File: src/rtl/cla_pkg.sv
`default_nettype none
// ============================================================================
// Module   : cla_pkg
// Purpose  : Shared definitions for the byte-serial carry-lookahead
//            subtractor. Holds the FSM state type, the slice width and the
//            default operand width in bytes.
// Ports    : none (package)
// Revision : 1.0 - initial release
// ============================================================================
package cla_pkg;

    // Sequencer states of cla_sub_seq.
    typedef enum logic [1:0] {
        IDLE = 2'd0,
        RUN  = 2'd1,
        DONE = 2'd2
    } state_t;

    // Width of the carry-lookahead slice, which is also the operand step per cycle.
    localparam int SLICE_W        = 8;

    // Default operand width in bytes.
    localparam int NBYTES_DEFAULT = 4;

endpackage : cla_pkg
`default_nettype wire

File: src/rtl/cla8_cin.sv
`default_nettype none
// ============================================================================
// Module   : cla8_cin
// Purpose  : Combinational 8-bit carry-lookahead adder with carry-in.
//            Bit-level generate/propagate feed two 4-bit lookahead groups.
//            A second lookahead level forms the group carries directly
//            from cin_i, so no carry ripples between the groups.
// Ports    : a_i    [7:0]  addend A
//            b_i    [7:0]  addend B
//            cin_i         carry in
//            sum_o  [7:0]  A + B + cin (low 8 bits)
//            cout_o        carry out of bit 7
// Revision : 1.0 - initial release
// ============================================================================
module cla8_cin
    import cla_pkg::*;
(
    input  logic [SLICE_W-1:0] a_i,
    input  logic [SLICE_W-1:0] b_i,
    input  logic               cin_i,
    output logic [SLICE_W-1:0] sum_o,
    output logic               cout_o
);

    localparam int NGRP = SLICE_W / 4;

    logic [SLICE_W-1:0] w_g;     // bit generate
    logic [SLICE_W-1:0] w_p;     // bit propagate
    logic [SLICE_W-1:0] w_c;     // carry into each bit
    logic [NGRP-1:0]    w_gg;    // group generate
    logic [NGRP-1:0]    w_gp;    // group propagate
    logic [NGRP-1:0]    w_gcin;  // carry into each group

    assign w_g = a_i & b_i;
    assign w_p = a_i ^ b_i;

    // First level: group generate/propagate.
    generate
        for (genvar k = 0; k < NGRP; k++) begin : g_grp
            logic [3:0] w_gk;
            logic [3:0] w_pk;
            assign w_gk    = w_g[4*k +: 4];
            assign w_pk    = w_p[4*k +: 4];
            assign w_gg[k] = w_gk[3]
                           | (w_pk[3] & w_gk[2])
                           | (w_pk[3] & w_pk[2] & w_gk[1])
                           | (w_pk[3] & w_pk[2] & w_pk[1] & w_gk[0]);
            assign w_gp[k] = &w_pk;
        end
    endgenerate

    // Second level: group carries taken straight from cin_i.
    assign w_gcin[0] = cin_i;
    assign w_gcin[1] = w_gg[0] | (w_gp[0] & cin_i);
    assign cout_o    = w_gg[1]
                     | (w_gp[1] & w_gg[0])
                     | (w_gp[1] & w_gp[0] & cin_i);

    // Carries inside each group, expanded from the group carry-in.
    generate
        for (genvar k = 0; k < NGRP; k++) begin : g_bits
            logic [3:0] w_gk;
            logic [3:0] w_pk;
            logic       w_ci;
            assign w_gk = w_g[4*k +: 4];
            assign w_pk = w_p[4*k +: 4];
            assign w_ci = w_gcin[k];
            assign w_c[4*k + 0] = w_ci;
            assign w_c[4*k + 1] = w_gk[0] | (w_pk[0] & w_ci);
            assign w_c[4*k + 2] = w_gk[1]
                                | (w_pk[1] & w_gk[0])
                                | (w_pk[1] & w_pk[0] & w_ci);
            assign w_c[4*k + 3] = w_gk[2]
                                | (w_pk[2] & w_gk[1])
                                | (w_pk[2] & w_pk[1] & w_gk[0])
                                | (w_pk[2] & w_pk[1] & w_pk[0] & w_ci);
        end
    endgenerate

    assign sum_o = w_p ^ w_c;

endmodule : cla8_cin
`default_nettype wire

File: src/rtl/cla_sub_seq.sv
`default_nettype none
// ============================================================================
// Module   : cla_sub_seq
// Purpose  : Byte-serial unsigned subtractor. It computes a + ~b + 1 one byte
//            per cycle, LSB byte first, through a single reused cla8_cin
//            slice. It uses a valid/ready handshake on both sides.
// Params   : NBYTES  operand width in bytes (1..16), W = 8*NBYTES
// Ports    : clk, rst (async, active-high)
//            in_valid / in_ready / a[W-1:0] / b[W-1:0]   operand handshake
//            out_valid / out_ready                       result handshake
//            diff[W-1:0]  a - b mod 2^W
//            borrow       unsigned a < b
//            zero         diff == 0
//            ovf          signed overflow (only with CLA_SUB_OVF_EN defined)
// Config   : `define CLA_SUB_OVF_EN adds the ovf output and its logic.
// Revision : 1.0 - initial release
// ============================================================================
module cla_sub_seq
    import cla_pkg::*;
#(
    parameter int NBYTES = NBYTES_DEFAULT
)
(
    input  logic                    clk,
    input  logic                    rst,
    input  logic                    in_valid,
    output logic                    in_ready,
    input  logic [SLICE_W*NBYTES-1:0] a,
    input  logic [SLICE_W*NBYTES-1:0] b,
    output logic                    out_valid,
    input  logic                    out_ready,
    output logic [SLICE_W*NBYTES-1:0] diff,
    output logic                    borrow,
    output logic                    zero
`ifdef CLA_SUB_OVF_EN
    ,
    output logic                    ovf
`endif
);

    localparam int W     = SLICE_W * NBYTES;
    localparam int IDX_W = (NBYTES > 1) ? $clog2(NBYTES) : 1;

    state_t             state_q;
    logic [W-1:0]       a_q;        // captured minuend
    logic [W-1:0]       bn_q;       // captured, inverted subtrahend
    logic [W-1:0]       acc_q;      // working result, published on completion
    logic               carry_q;
    logic [IDX_W-1:0]   idx_q;
    logic [W-1:0]       diff_q;
    logic               borrow_q;
    logic               zero_q;
    logic               in_ready_q;
    logic               out_valid_q;
`ifdef CLA_SUB_OVF_EN
    logic               ovf_q;
`endif

    logic [IDX_W+2:0]   w_base;     // bit offset of the current byte
    logic [SLICE_W-1:0] w_a_byte;
    logic [SLICE_W-1:0] w_bn_byte;
    logic [SLICE_W-1:0] w_sum;
    logic               w_cout;
    logic               w_last;
    logic [W-1:0]       acc_d;

    assign w_base = {idx_q, 3'b000};
    assign w_last = (idx_q == IDX_W'(NBYTES - 1));

    always_comb begin
        w_a_byte  = a_q[w_base +: SLICE_W];
        w_bn_byte = bn_q[w_base +: SLICE_W];
        acc_d     = acc_q;
        acc_d[w_base +: SLICE_W] = w_sum;
    end

    cla8_cin u_slice (
        .a_i    (w_a_byte),
        .b_i    (w_bn_byte),
        .cin_i  (carry_q),
        .sum_o  (w_sum),
        .cout_o (w_cout)
    );

    // The sequencer keeps every externally visible output registered.
    // The result is built in acc_q and copied to diff_q only on the final
    // byte. So diff/borrow/zero keep their last values outside DONE, and
    // an aborted operation never reaches them.
    always_ff @(posedge clk or posedge rst) begin
        if (rst) begin
            state_q     <= IDLE;
            a_q         <= '0;
            bn_q        <= '0;
            acc_q       <= '0;
            carry_q     <= 1'b0;
            idx_q       <= '0;
            diff_q      <= '0;
            borrow_q    <= 1'b0;
            zero_q      <= 1'b0;
            in_ready_q  <= 1'b1;
            out_valid_q <= 1'b0;
`ifdef CLA_SUB_OVF_EN
            ovf_q       <= 1'b0;
`endif
        end else begin
            case (state_q)
                IDLE: begin
                    if (in_valid) begin
                        a_q        <= a;
                        bn_q       <= ~b;
                        carry_q    <= 1'b1;   // the +1 of a + ~b + 1
                        idx_q      <= '0;
                        in_ready_q <= 1'b0;
                        state_q    <= RUN;
                    end
                end
                RUN: begin
                    acc_q   <= acc_d;
                    carry_q <= w_cout;
                    if (w_last) begin
                        diff_q      <= acc_d;
                        borrow_q    <= ~w_cout;
                        zero_q      <= (acc_d == '0);
`ifdef CLA_SUB_OVF_EN
                        // Signs of a and b differ (bn holds ~b) and the result sign differs from a.
                        ovf_q       <= (a_q[W-1] == bn_q[W-1]) & (acc_d[W-1] != a_q[W-1]);
`endif
                        idx_q       <= '0;
                        out_valid_q <= 1'b1;
                        state_q     <= DONE;
                    end else begin
                        idx_q <= idx_q + 1'b1;
                    end
                end
                DONE: begin
                    if (out_ready) begin
                        out_valid_q <= 1'b0;
                        in_ready_q  <= 1'b1;
                        state_q     <= IDLE;
                    end
                end
                default: begin
                    out_valid_q <= 1'b0;
                    in_ready_q  <= 1'b1;
                    state_q     <= IDLE;
                end
            endcase
        end
    end

    assign in_ready  = in_ready_q;
    assign out_valid = out_valid_q;
    assign diff      = diff_q;
    assign borrow    = borrow_q;
    assign zero      = zero_q;
`ifdef CLA_SUB_OVF_EN
    assign ovf       = ovf_q;
`endif

endmodule : cla_sub_seq
`default_nettype wire

File: config.mk
export PLATFORM = sky130hd
export DESIGN_NAME = cla_sub_seq
export DESIGN_NICKNAME = d
export VERILOG_FILES = /design/src/rtl/cla_pkg.sv /design/src/rtl/cla8_cin.sv /design/src/rtl/cla_sub_seq.sv
export SDC_FILE = /design/constraint.sdc
export NUM_CORES = 1
export LEC_CHECK = 0
export CORE_MARGIN = 8
export CORE_UTILIZATION = 30
export CTS_CLUSTER_SIZE = 8
export DETAILED_ROUTE_END_ITERATION = 8
export DONT_BUFFER_PORTS = 1
export PLACE_DENSITY_LB_ADDON = 0.2
export SLEW_MARGIN = 40
export SYNTH_ARGS = -nofsm -noshare
export SYNTH_HDL_FRONTEND = slang
export SYNTH_SLANG_ARGS = --single-unit
export TNS_END_PERCENT = 50
File: constraint.sdc
create_clock -name clk -period 11.9 [get_ports clk]
set_clock_uncertainty 0.2 [all_clocks]
set_input_delay 1.19 -clock clk [delete_from_list [all_inputs] [get_ports clk]]
set_output_delay 1.19 -clock clk [all_outputs]
set_load 0.01 [all_outputs]
* Word level (Yosys, flattened, before mapping)
Cells that the tools add are included.
** Operators by class
- Muxes and demuxes :: 16
- Add/sub/neg operators :: 2
- Reduce and logical (&&, ||, !) cells :: 11
- Bitwise gates (word level) :: 60
- Shift operators :: 4
- Equal/unequal tests :: 6
** Operator list (count)
- variable part select 32 x 6 -> 8 bit :: 2
- AND 1 bit :: 32
- bitwise mux 32 bit :: 1
- zero test 32 bit :: 1
- NOT 32 bit :: 1
- variable shift 8 x 7 -> 32 bit (first input constant) :: 1
- variable part select 8 x 7 -> 32 bit :: 1
- OR 1 bit :: 21
- bitwise XOR 8 bit :: 2
- two-way mux 2 bit :: 5
- AND reduction 3 bit :: 3
- AND 8 bit :: 1
- AND reduction 4 bit :: 2
- negation 5 -> 7 bit :: 1
- inequality test 2 bit (second input constant) :: 3
- one-hot mux 1 bit (3 select lines) :: 2
- one-hot mux 2 bit (3 select lines) :: 1
- AND reduction 2 bit :: 3
- two-way mux 1 bit :: 5
- equality test 2 bit (second input constant) :: 2
- one-hot mux 2 bit (2 select lines) :: 1
- NOT 1 bit :: 3
- adder 2 x 1 -> 2 bit (second input constant) :: 1
- equality test 2 x 1 -> 1 bit (second input constant) :: 1
- 3 further kinds :: 3
** Storage, ports and cells
- Bits in registers :: 137
- Input port bits :: 68

* Longest topological paths before layout
Gate-level depths: netlist of the first run.
- Word-level depth :: 13
- Gate-level depth with buffers :: 16
- Depth with buffers taken out :: 14

* By module
Synthesis of the first run repeated with hierarchy kept, for this count alone.
** Second synthesis, totals
- Cells, all modules :: 636
- Area, all modules :: 6442.4 um^2
** By module, submodules not included
- cla_sub_seq :: cells each 600, area each 6130.9 um^2, times used 1
- cla8_cin :: cells each 36, area each 311.5 um^2, times used 1

* Worst setup path before layout of the first run
Ideal clock, no wire load.
- Kind :: register to register
- Start :: register idx_q[0]
- End :: register zero_q, in the netlist zero
- Cell stages (with the launch flop) :: 17
- Arrival time :: 3952 ps
- Path slack :: 7682 ps
- Period minus slack after synthesis :: 4218 ps
- Setup time :: 65 ps
- Cells stage by stage :: dfrtp_1 -> buf_2 -> buf_2 -> mux4_2 -> ha_1 -> a211oi_2 -> nor3b_2 -> o21ai_0 -> nand2b_1 -> fa_1 -> xnor2_1 -> nor2_1 -> or3_1 -> nor4_1 -> nand4_1 -> and4b_1 -> a22o_1
** Between the ends
- Cells in the longest elaborated chain, start to end :: 13
** RTL lines
- start: declaration :: line cla_sub_seq.sv:49 : logic [IDX_W-1:0] idx_q;
- start signal: assignment :: line cla_sub_seq.sv:132 : idx_q <= idx_q + 1'b1;
- variable part select 32 x 6 -> 8 bit, on equally long branches :: line cla_sub_seq.sv:71, cla_sub_seq.sv:72
- bitwise XOR 8 bit / AND 8 bit (equally long branches) :: line cla8_cin.sv:35, cla8_cin.sv:34
- AND 1 bit, on equally long branches :: line cla8_cin.sv:45, cla8_cin.sv:46, cla8_cin.sv:47
- OR 1 bit (tied with other cells) :: line cla8_cin.sv:45 : | (w_pk[3] & w_gk[2])
- OR 1 bit / AND 1 bit (equally long branches) :: line cla8_cin.sv:46, cla8_cin.sv:47
- OR 1 bit :: line cla8_cin.sv:47 : | (w_pk[3] & w_pk[2] & w_pk[1] & w_gk[0]);
- OR 1 bit :: line cla8_cin.sv:54 : assign w_gcin[1] = w_gg[0] | (w_gp[0] & cin_i);
- AND 1 bit, on equally long branches :: line cla8_cin.sv:69, cla8_cin.sv:76, cla8_cin.sv:72
- OR 1 bit, on equally long branches :: line cla8_cin.sv:69, cla8_cin.sv:76, cla8_cin.sv:72
- bitwise XOR 8 bit :: line cla8_cin.sv:80 : assign sum_o = w_p ^ w_c;
- variable part select 8 x 7 -> 32 bit :: line cla_sub_seq.sv:74 : acc_d[w_base +: SLICE_W] = w_sum;
- bitwise mux 32 bit :: line cla_sub_seq.sv:74
- zero test 32 bit :: line cla_sub_seq.sv:123 : zero_q <= (acc_d == '0);
- end signal: assignment :: line cla_sub_seq.sv:123
- end: declaration :: line cla_sub_seq.sv:52 : logic zero_q;
Parallel ways exist; a longest one is shown, timed or not.
A chain may end at the register's enable or synchronous reset.

* Final worst setup path of the first run
Same ends and word-level chain as after synthesis.

==> results.json, run 1 <==
{
  "initial_core_util_pct": 30.35,
  "fin_nets": 702,
  "cts.htree.levels": 4,
  "power_w": 0.002730,
  "hpwl_um": 12770,
  "seq_power_share_pct": 31.3,
  "grt_pass1_wl_um": 28610,
  "finalWirelength_um": 17590,
  "cts_tree": "done",
  "holdBufCountCts": 0,
  "critPathMaxStageDelay_ps": 700,
  "grt_use_total_pct": 14.10,
  "synth_area_per_cell_um2": 10.10,
  "syn_inst": 626,
  "rr_worst_depth": 15,
  "hold_viol_final": 0,
  "cp_top_family": "simple AND/OR/NAND/NOR gates",
  "clk_latency_ps": 430,
  "max_freq_mhz": 204.6,
  "drc": 0,
  "power_frac_clock_pct": 21.9,
  "status": "complete, no violations",
  "p_per_area_nw_per_um2": 373.7,
  "layout_commonest_cell": "nand2_1",
  "maxCapViolCount": 0,
  "worst-path-max-fanout": 16,
  "path_buf_inv": 1,
  "drv_slew": 0,
  "port_buffers": 0,
  "netlist_area_um2": 6320,
  "slew_headroom_pct": 52.75,
  "die_h_um": 161.1,
  "async_flop_share_pct": 100.0,
  "pwr-share-comb_pct": 46.9,
  "worstPathRequired_ps": 12060,
  "power.internal_w": 0.001509,
  "setup_tns_ps": 0,
  "grt_max_degree": 73,
  "synthToLayoutAreaGrowth_pct": 15.58,
  "synth-seq-area-share_pct": 54.27,
  "io_pins": 104,
  "ys_ff_latch": 137,
  "antenna_found_initial": 3,
  "yosysWarnings": 0,
  "core_um2": 20820,
  "dieArea_um2": 25970,
  "cts-buffers-inserted": 17,
  "drt_iter0_drc": 346,
  "die_w_um": 161.1,
  "clkTransAtPathRegs_ps": 60,
  "synth_edf_count": 0,
  "r2r_end": "zero$_DFFE_PP0P_",
  "synth_fp_nets": 710,
  "hold_end": "a_q[27]$_DFFE_PP0P_",
  "cts_resized": 0,
  "final_cell_mix": "165 x nand2_1, 135 x dfrtp_1, 65 x nor2_1, 55 x o21ai_0",
  "rrSetupSlack_ps": 7010,
  "start_kind": "flop",
  "cts_setup_buffers": 0,
  "critPathKind": "reg2reg",
  "endpoint_kind": "flop",
  "hold_path_class": "reg2reg",
  "cpMaxStageDelayCell": "dfrtp_1",
  "root_buffer": "clkbuf_16",
  "critical_path.cell_chain": "buf_4 > mux4_2 > ha_1 > a211oi_2 > nor3b_2 > o21ai_0 > nand2b_1 > fa_1 > xnor2_1 > nor2_1 > or3_1 > nor4_1 > nand4_1 > and4b_1 > a22o_1",
  "drive_gt1_share_pct": 11.57,
  "tightest_slew_ps": 708.7,
  "synth.distinct_cells": 48,
  "critical_path_arrival_ps": 5050,
  "fill_cells": 2157,
  "routedWlPerCell_um": 19.37,
  "grt_overflow": 0,
  "vias": 4600,
  "rsz0062_at_grt": "false",
  "vias_per_cell": 5.066,
  "leakagePower_nw": 3.342,
  "r2r-start": "idx_q[0]$_DFFE_PP0P_",
  "fp-row-count": 53,
  "min_path_cells": 2,
  "p_sw_share_pct": 44.71,
  "grt_pass1_vias": 4999,
  "ir_drop_v": 0.0001804,
  "antenna_left": 0,
  "finalCritPeriodShare_pct": 41.07,
  "switching_power_w": 0.001221,
  "setup_violations": 0,
  "cts_buffer_depth": 2,
  "cts_sinks": 137,
  "gp_congestion": 0.8357,
  "synth_ff_type": "dfrtp_1",
  "min_from": "a_q[27]$_DFFE_PP0P_",
  "fin_crit_ps": 4888,
  "first_pass_iters": 4
}
## metal layers
layer  track usage [%]  up-vias  routed length [um]
met5                 0        -                  26
met4             4.882        4                 226
met3             5.294       25                1328
met2             22.75      141                8540
met1             17.02     2252                7465
li1                  -     2178                   -
## worst register-to-register path, cell delays in order, from the launching register on
cell	delay, ps
dfrtp_1	700
buf_4	400
mux4_2	570
ha_1	330
a211oi_2	290
nor3b_2	110
o21ai_0	150
nand2b_1	90
fa_1	420
xnor2_1	360
nor2_1	130
or3_1	360
nor4_1	240
nand4_1	120
and4b_1	250
a22o_1	110
## cell usage after synthesis, types with 2 or more instances
library cell / count / area (um^2)
nand2_1: 166 / 623.1
dfrtp_1: 136 / 3403
nor2_1: 65 / 244.0
o21ai_0: 55 / 275.3
clkbuf_1: 32 / 120.1
a221oi_1: 20 / 175.2
a22o_1: 20 / 175.2
mux4_2: 16 / 360.4
ha_1: 14 / 175.2
inv_1: 14 / 52.55
a21oi_1: 12 / 60.06
nor2b_1: 7 / 43.79
and2_1: 4 / 25.02
nand3_1: 4 / 20.02
nor4_1: 4 / 25.02
o22ai_1: 4 / 25.02
xnor2_1: 4 / 35.03
a221oi_2: 3 / 45.04
a31oi_1: 3 / 18.77
buf_2: 3 / 15.01
nor4bb_1: 3 / 30.03
xor2_1: 3 / 26.28
a41oi_1: 2 / 17.52
and4b_1: 2 / 20.02
fa_1: 2 / 40.04
mux2i_1: 2 / 20.02
nand2b_1: 2 / 12.51
nand4_1: 2 / 12.51
nor3_1: 2 / 10.01
o31ai_1: 2 / 15.01
## power groups by stage
stage	Combinational, W	Sequential [W]	Clock [W]
after CTS	0.00129	0.000865	0.000610
final	0.00128	0.000854	0.000597
after floorplan	0.000919	0.000783	0
after detailed placement	0.00129	0.000872	0
after global routing	0.00142	0.000886	0.000631
after global placement	0.00122	0.000868	0
## logic make-up after synthesis
| kind of cell | Yosys count | share of synthesized area (%) |
|---|---|---|
| flip-flops | 137 | 54.27 |
| adder cells (fa/ha/maj) | 16 | 3.405 |
| XOR/XNOR | 8 | 1.228 |
| buffers and inverters | 49 | 2.970 |
| multiplexers | 18 | 6.019 |
| AO/OA/AOI/OAI | 131 | 14.33 |
| AND/OR/NAND/NOR | 267 | 17.78 |
## how the worst max path moves through the flow
| stage | depth (start not counted) | from | endpoint | slack, ps |
|---|---|---|---|---|
| 3_5_place_dp | 15 | idx_q[0]$_DFFE_PP0P_ | zero$_DFFE_PP0P_ | 7070 |
| 2_1_floorplan | 1 | rst | a_q[0]$_DFFE_PP0P_ | 6840 |
| 5_1_grt | 15 | idx_q[0]$_DFFE_PP0P_ | zero$_DFFE_PP0P_ | 6620 |
| 4_1_cts | 15 | idx_q[0]$_DFFE_PP0P_ | zero$_DFFE_PP0P_ | 7030 |
| 3_3_place_gp | 15 | idx_q[0]$_DFFE_PP0P_ | zero$_DFFE_PP0P_ | 7150 |
| 6_report | 15 | idx_q[0]$_DFFE_PP0P_ | zero$_DFFE_PP0P_ | 7010 |
## stage by stage
stage               instances  worst slack, ps  cell area, um^2  hold slack [ps]  utilization, %
floorplan                 626             6844             6320            240.3               -
global placement          874             7146             6596            255.0           31.68
detailed placement        874             7074             6631            265.6           31.85
CTS                       906             7027             7298            280.1           35.05
global route              907             6618             7302            304.7           35.07
finish                    908             7012             7305            277.3           35.08
## final cells by class
cell class	instances	area (um^2)	area share, %
inverters	14	57.56	0.7879
well taps	275	344.1	4.711
multi-input cells	440	2736	37.46
repair buffers	8	63.81	0.8736
clock buffers	19	452.9	6.201
diodes	2	5.005	0.06852
flip-flops and latches	137	3431	46.97
clock inverters	13	214.0	2.929
## sequential cells by signal, summed over array words and instances (netlist names)
signal and count:
bn_q 32, acc_q 32, out_valid 1, carry_q 1, zero 1, diff 32
in_ready 1, idx_q 2, state_q 2, borrow 1, a_q 32
Note: power is estimated with default switching activity, not from simulation.
==> run 2: changes to the inputs <==
Settings changed: ABC_AREA set to 1.
Clock period 11.9 ns to 4.1 ns, I/O delays scaled along.
==> run 2 against run 1 <==
  * Clock-buffer cell count increased by 1
  * Area after synthesis increased by 3.3%
  * Critical path type unchanged
  * Highest routed layer is now met4
  * Via count increased by 20%
==> results.json, run 2 <==
{
  "slew_headroom_pct": 52.41,
  "drv_slew": 0,
  "grt_overflow": 0,
  "power_w": 0.007342,
  "met3_length_um": 1067,
  "synth_area_per_cell_um2": 7.893,
  "core_um2": 21620,
  "maxCapViolCount": 0,
  "netlist_area_um2": 6528,
  "finalWirelength_um": 19140,
  "critPathKind": "reg2reg",
  "synth_top_area_share_pct": 52.14,
  "cts.htree.levels": 4,
  "grt_pass1_wl_um": 31470,
  "vias": 5503,
  "grt_use_total_pct": 15.05,
  "cpMaxStageDelayCell": "fa_1",
  "port_buffers": 0,
  "die_h_um": 163.5,
  "critical_path.cell_chain": "inv_2 > o21ai_0 > o22ai_1 > ha_1 > a21oi_1 > nand2_2 > fa_1 > nand3_1 > o21ai_1 > nor2_1 > nand2_1 > nor2_1 > nand3_1 > nor2_1 > nand3_1 > nor3_2 > nand2_1 > nand2_1",
  "synth-seq-area-share_pct": 52.54,
  "synth.distinct_cells": 29,
  "p_per_area_nw_per_um2": 901.9,
  "drt_iter0_drc": 442,
  "gp_congestion": 0.8512,
  "max_freq_mhz": 275.0,
  "async_flop_share_pct": 100.0,
  "met1_length_um": 8877,
  "hpwl_um": 13830,
  "tightest_slew_ps": 713.9,
  "synth.most_common_cell": "nand2_1",
  "ff_latch_area_um2": 3430,
  "rsz0062_at_grt": "false",
  "cts_tree": "done",
  "n_antenna_cell": 0,
  "dieArea_um2": 26730,
  "endpoint_kind": "flop",
  "hold_path_class": "in2reg",
  "synthToLayoutAreaGrowth_pct": 24.71,
  "drc": 0,
  "route.met2.wl_um": 8937,
  "hold_viol_final": 0,
  "routedWlPerCell_um": 16.22,
  "vias_per_cell": 4.664,
  "final_util_pct": 37.65,
  "layout_commonest_cell": "nand2_1",
  "antenna_left": 0,
  "worstPathRequired_ps": 4260,
  "critical_path_arrival_ps": 3800,
  "setup_violations": 0,
  "clk_latency_ps": 430,
  "status": "complete, no violations",
  "grt_pass1_vias": 5697,
  "yosys-top-cells-count": "300 x nand2_1, 136 x dfrtp_1, 121 x o21ai_0, 74 x nor2_1, 60 x inv_1",
  "die_w_um": 163.5,
  "cts_buffer_depth": 2,
  "yosysWarnings": 0,
  "grt_max_degree": 82,
  "synthTopCellsByArea": "dfrtp_1 52%, nand2_1 17%, o21ai_0 9.3%, nor2_1 4.3%, inv_1 3.5%",
  "first_pass_iters": 7,
  "ir_drop_v": 0.0004841,
  "cts_sinks": 137,
  "cts_setup_buffers": 0,
  "root_buffer": "clkbuf_16",
  "ys_ff_latch": 137,
  "worst-path-max-fanout": 30,
  "worst_slack_ps": 463.1,
  "synth_ff_type": "dfrtp_1",
  "maxUsedRoutingLayer": "met4",
  "initial_core_util_pct": 30.19,
  "cts-buffers-inserted": 17,
  "multi_input_area_um2": 2704,
  "setup_tns_ps": 0,
  "synth_edf_count": 0,
  "fin_nets": 971,
  "antenna_found_initial": 0,
  "critPathMaxStageDelay_ps": 500,
  "fill_cells": 2253,
  "synth_fp_nets": 911,
  "clkTransAtPathRegs_ps": 60,
  "path_buf_inv": 1,
  "fp-row-count": 54,
  "syn_inst": 827,
  "final_cell_mix": "299 x nand2_1, 136 x dfrtp_1, 121 x o21ai_0, 74 x nor2_1, 66 x dlygate4sd3_1",
  "drive_gt1_share_pct": 7.111,
  "post-place-ws_ps": 501.3,
  "io_pins": 104,
  "start_kind": "flop",
  "leakagePower_nw": 3.921,
  "finalCritPeriodShare_pct": 88.70,
  "cp_top_family": "simple AND/OR/NAND/NOR gates",
  "yosysTopAreaCell": "dfrtp_1",
  "fin_crit_ps": 3637
}
-- run 2: cell count changes in the layout (fill, tap and decap cells not counted), sizes merged, moves of 5 or more --
| cell | before | now |
|---|---|---|
| o22ai | 4 | 18 |
| nand2 | 166 | 302 |
| nand3 | 4 | 21 |
| buf | 8 | 13 |
| inv | 17 | 63 |
| mux4 | 16 | 0 |
| nand4 | 2 | 13 |
| a221oi | 23 | 0 |
| nor2b | 7 | 0 |
| xnor2 | 5 | 0 |
| o21ai | 55 | 122 |
| dlygate4sd3 | 0 | 66 |
| a22o | 20 | 0 |
| nor2 | 65 | 77 |
-- run 2: final timing paths --
| kind | to | start | slack (ps) | depth (start not counted) |
|---|---|---|---|---|
| min in group asynchronous | diff[17]$_DFFE_PP0P_ | rst | 290 | 2 |
| setup reg to reg | zero$_DFFE_PP0P_ | idx_q[0]$_DFFE_PP0P_ | 460 | 18 |
| max in group asynchronous | acc_q[19]$_DFFE_PP0P_ | rst | 2490 | 3 |
| hold reg to reg | a_q[15]$_DFFE_PP0P_ | a_q[15]$_DFFE_PP0P_ | 280 | 2 |
| hold / removal | out_valid$_DFFE_PP0P_ | out_ready | 20 | 3 |
| setup / recovery | zero$_DFFE_PP0P_ | idx_q[0]$_DFFE_PP0P_ | 460 | 18 |
-- run 2: repair_timing --
action                     CTS  global route
resized for setup            0             0
setup endpoints to repair    0             0
hold buffers                66             0
hold endpoints to repair    84             0
-- run 2: area by class of cell --
| type | count | share of cell area (%) |
|---|---|---|
| clock buffers | 20 | 5.733 |
| clock inverters | 12 | 2.106 |
| inverters | 65 | 3.043 |
| multi-input cells | 587 | 33.22 |
| flip-flops and latches | 137 | 42.13 |
| well taps | 280 | 4.304 |
| repair buffers | 79 | 9.468 |
-- run 2: power by group --
part | internal (W) | total [W] | switching, W | leakage, nW
clock | 0.00106 | 0.00167 | 0.000604 | 0.308
sequential | 0.00190 | 0.00233 | 0.000429 | 1.77
combinational | 0.00107 | 0.00334 | 0.00227 | 1.84
total | 0.00404 | 0.00734 | 0.00331 | 3.92
-- run 2: logic make-up (layout without fill, tap and decap cells) --
| kind of cell | after synthesis | count (layout) | share of synthesized area, % |
|---|---|---|---|
| DFF | 137 | 137 | 52.54 |
| adders and majority gates | 16 | 16 | 3.297 |
| AOI/OAI and AO/OA | 155 | 155 | 12.59 |
| buffers and inverters | 103 | 176 | 6.076 |
| and+or+nand+nor | 416 | 416 | 25.49 |
-- run 2: through the flow --
step                      instance area [um^2]  hold slack [ps]  cells
after floorplan                           6531            243.6    827
after global placement                    6842            136.8   1082
after detailed placement                  6842            136.8   1082
after CTS                                 8140            15.03   1180
after global routing                      8140            46.66   1180
final                                     8140            24.23   1180
-- run 2: metal layers --
metal,vias up,global-route usage (%)
li1,2771,-
met1,2569,19.61
met2,142,23.87
met3,21,4.108
met4,0,4.752
met5,-,0
-- run 2: tightest hold or removal path: stages --
cell and delay (ps):
o21ai_0 80, nand3_1 80, nand2_1 40
==> run 3: changes to the inputs <==
Settings changed: ABC_CLOCK_PERIOD_IN_PS set to 4100, REMOVE_ABC_BUFFERS set to 1.
==> run 3 against run 2 <==
  * Final area decreased by 1.1%
  * Cell count unchanged
  * Core utilization down 0.42 points
  * Sequential cell count is the same
  * Total power decreased by 3.6%
  * Die area stayed put
  * Combinational power barely moved
  * Sequential power barely moved
  * Critical path type unchanged
  * Highest routed layer unchanged
==> results.json, run 3 (synthesized netlist as in run 2, its figures left out) <==
{
  "drive_gt1_share_pct": 6.778,
  "n_antenna_cell": 0,
  "final_util_pct": 37.23,
  "core_um2": 21620,
  "max_freq_mhz": 273.7,
  "cts_sinks": 137,
  "critical_path_arrival_ps": 3810,
  "status": "complete, no violations",
  "drv_slew": 0,
  "endpoint_kind": "flop",
  "final_cell_mix": "299 x nand2_1, 136 x dfrtp_1, 121 x o21ai_0, 74 x nor2_1, 66 x dlygate4sd3_1",
  "start_kind": "flop",
  "cts.htree.levels": 4,
  "r2r_end": "zero$_DFFE_PP0P_",
  "gp_congestion": 0.8548,
  "die_w_um": 163.5,
  "hold_viol_final": 0,
  "first_pass_iters": 5,
  "cts-buffers-inserted": 17,
  "leakagePower_nw": 3.881,
  "fp-row-count": 54,
  "routedWlPerCell_um": 15.60,
  "fill_cells": 2271,
  "hold_end": "out_valid$_DFFE_PP0P_",
  "vias_per_cell": 4.642,
  "clk_latency_ps": 430,
  "maxCapViolCount": 0,
  "cts_tree": "done",
  "min_from": "out_ready",
  "tightest_slew_ps": 683.1,
  "slew_headroom_pct": 54.46,
  "rr_worst_depth": 22,
  "grt_overflow": 0,
  "cts_buffer_depth": 2,
  "p_per_area_nw_per_um2": 879.5,
  "hold_path_class": "in2reg",
  "holdWs_ps": 28.86,
  "grt_use_total_pct": 14.25,
  "fin_crit_ps": 3654,
  "r2r-start": "idx_q[0]$_DFFE_PP0P_",
  "port_buffers": 0,
  "drt_iter0_drc": 360,
  "critPathKind": "reg2reg",
  "root_buffer": "clkbuf_16",
  "rsz0062_at_grt": "false",
  "antenna_found_initial": 0,
  "min_path_cells": 3,
  "finalWirelength_um": 18410,
  "layout_commonest_cell": "nand2_1",
  "grt_pass1_vias": 5565,
  "hpwl_um": 12690,
  "worstPathRequired_ps": 4260,
  "worst-path-max-fanout": 24,
  "grt_pass1_wl_um": 30150,
  "setup_violations": 0,
  "dieArea_um2": 26730,
  "rrSetupSlack_ps": 450,
  "io_pins": 104,
  "drc": 0,
  "grt_max_degree": 97,
  "fin_nets": 971,
  "initial_core_util_pct": 30.19,
  "design_area_um2": 8050,
  "finalCritPeriodShare_pct": 89.11,
  "die_h_um": 163.5,
  "antenna_left": 0,
  "clkTransAtPathRegs_ps": 60,
  "dpl_cell_area_um2": 6830,
  "cts_setup_buffers": 0,
  "synthToLayoutAreaGrowth_pct": 23.33,
  "vias": 5478,
  "ir_drop_v": 0.0003506
}
[run 3: cell types whose count changed in the layout (fill, tap and decap cells not counted)]
cell | before | now
buf_6 | 0 | 1
bufinv_16 | 4 | 1
clkinv_2 | 4 | 5
inv_1 | 59 | 58
clkinv_4 | 1 | 0
clkinvlp_4 | 4 | 3
buf_12 | 1 | 0
inv_6 | 0 | 1
clkbuf_1 | 0 | 4
[run 3: layer usage]
metal | up-vias | GRT usage [%] | wire length, um
met5 | - | 0 | 0
met4 | 0 | 4.298 | 157
met3 | 12 | 3.755 | 937
met2 | 118 | 22.43 | 8500
met1 | 2569 | 18.84 | 8814
li1 | 2779 | - | -
[run 3: final cells by class]
cell class                 count  area, um^2  share of cell area [%]
sequential                   137        3430                   42.60
clock inverter                 8       70.07                  0.8704
timing repair buffer          79       762.0                   9.465
inverter                      65       252.7                   3.140
clock buffer                  24       481.7                   5.984
multi-input combinational    587        2704                   33.59
tap                          280       350.3                   4.352
[run 3: per-stage QoR]
step / total power (W) / cells / setup slack [ps] / setup TNS (ps)
detailed placement: 0.005638 / 1082 / 347.7 / 0
global route: 0.007804 / 1180 / 1.505 / 0
floorplan: 0.004592 / 789 / -176.2 / -23960
CTS: 0.007186 / 1180 / 332.0 / 0
global placement: 0.005621 / 1082 / 463.0 / 0
finish: 0.007080 / 1180 / 446.4 / 0
[run 3: what timing repair did]
| item | CTS | global route |
|---|---|---|
| endpoints found under the setup margin | 0 | 1 |
| hold buffers | 66 | 0 |
| hold endpoints to repair | 136 | 0 |
| resized for setup | 0 | 1 |
[run 3: worst max-delay path by stage]
stage,start,endpoint,slack [ps],depth (start not counted)
after global routing,idx_q[0]$_DFFE_PP0P_,zero$_DFFE_PP0P_,2,22
final,idx_q[0]$_DFFE_PP0P_,zero$_DFFE_PP0P_,450,22
after CTS,idx_q[1]$_DFFE_PP0P_,zero$_DFFE_PP0P_,330,22
after detailed placement,idx_q[1]$_DFFE_PP0P_,zero$_DFFE_PP0P_,350,22
after global placement,idx_q[1]$_DFFE_PP0P_,zero$_DFFE_PP0P_,460,20
after floorplan,rst,a_q[0]$_DFFE_PP0P_,-180,1
[run 3: critical path, stage by stage (launching register included)]
cell     delay, ps
dfrtp_1        470
inv_2          320
o21ai_0        130
o22ai_1        160
ha_1           300
inv_1           90
nand2_1         80
nand3_1        100
nand2_2         90
fa_1           500
nand3_1        140
nor2_1          60
nor2_2         120
nand2_1         70
nor2_1         100
nand2_1         70
nor2_1          80
nand2_1         50
nor2_1         120
nand3_1        100
nor3_2         110
nand2_1         60
nand2_1         50
[run 3: power by group]
part	internal [W]	total, W	switching [W]
clock network	0.000876	0.00146	0.000580
registers	0.00190	0.00231	0.000411
logic	0.00108	0.00331	0.00223
total	0.00386	0.00708	0.00322
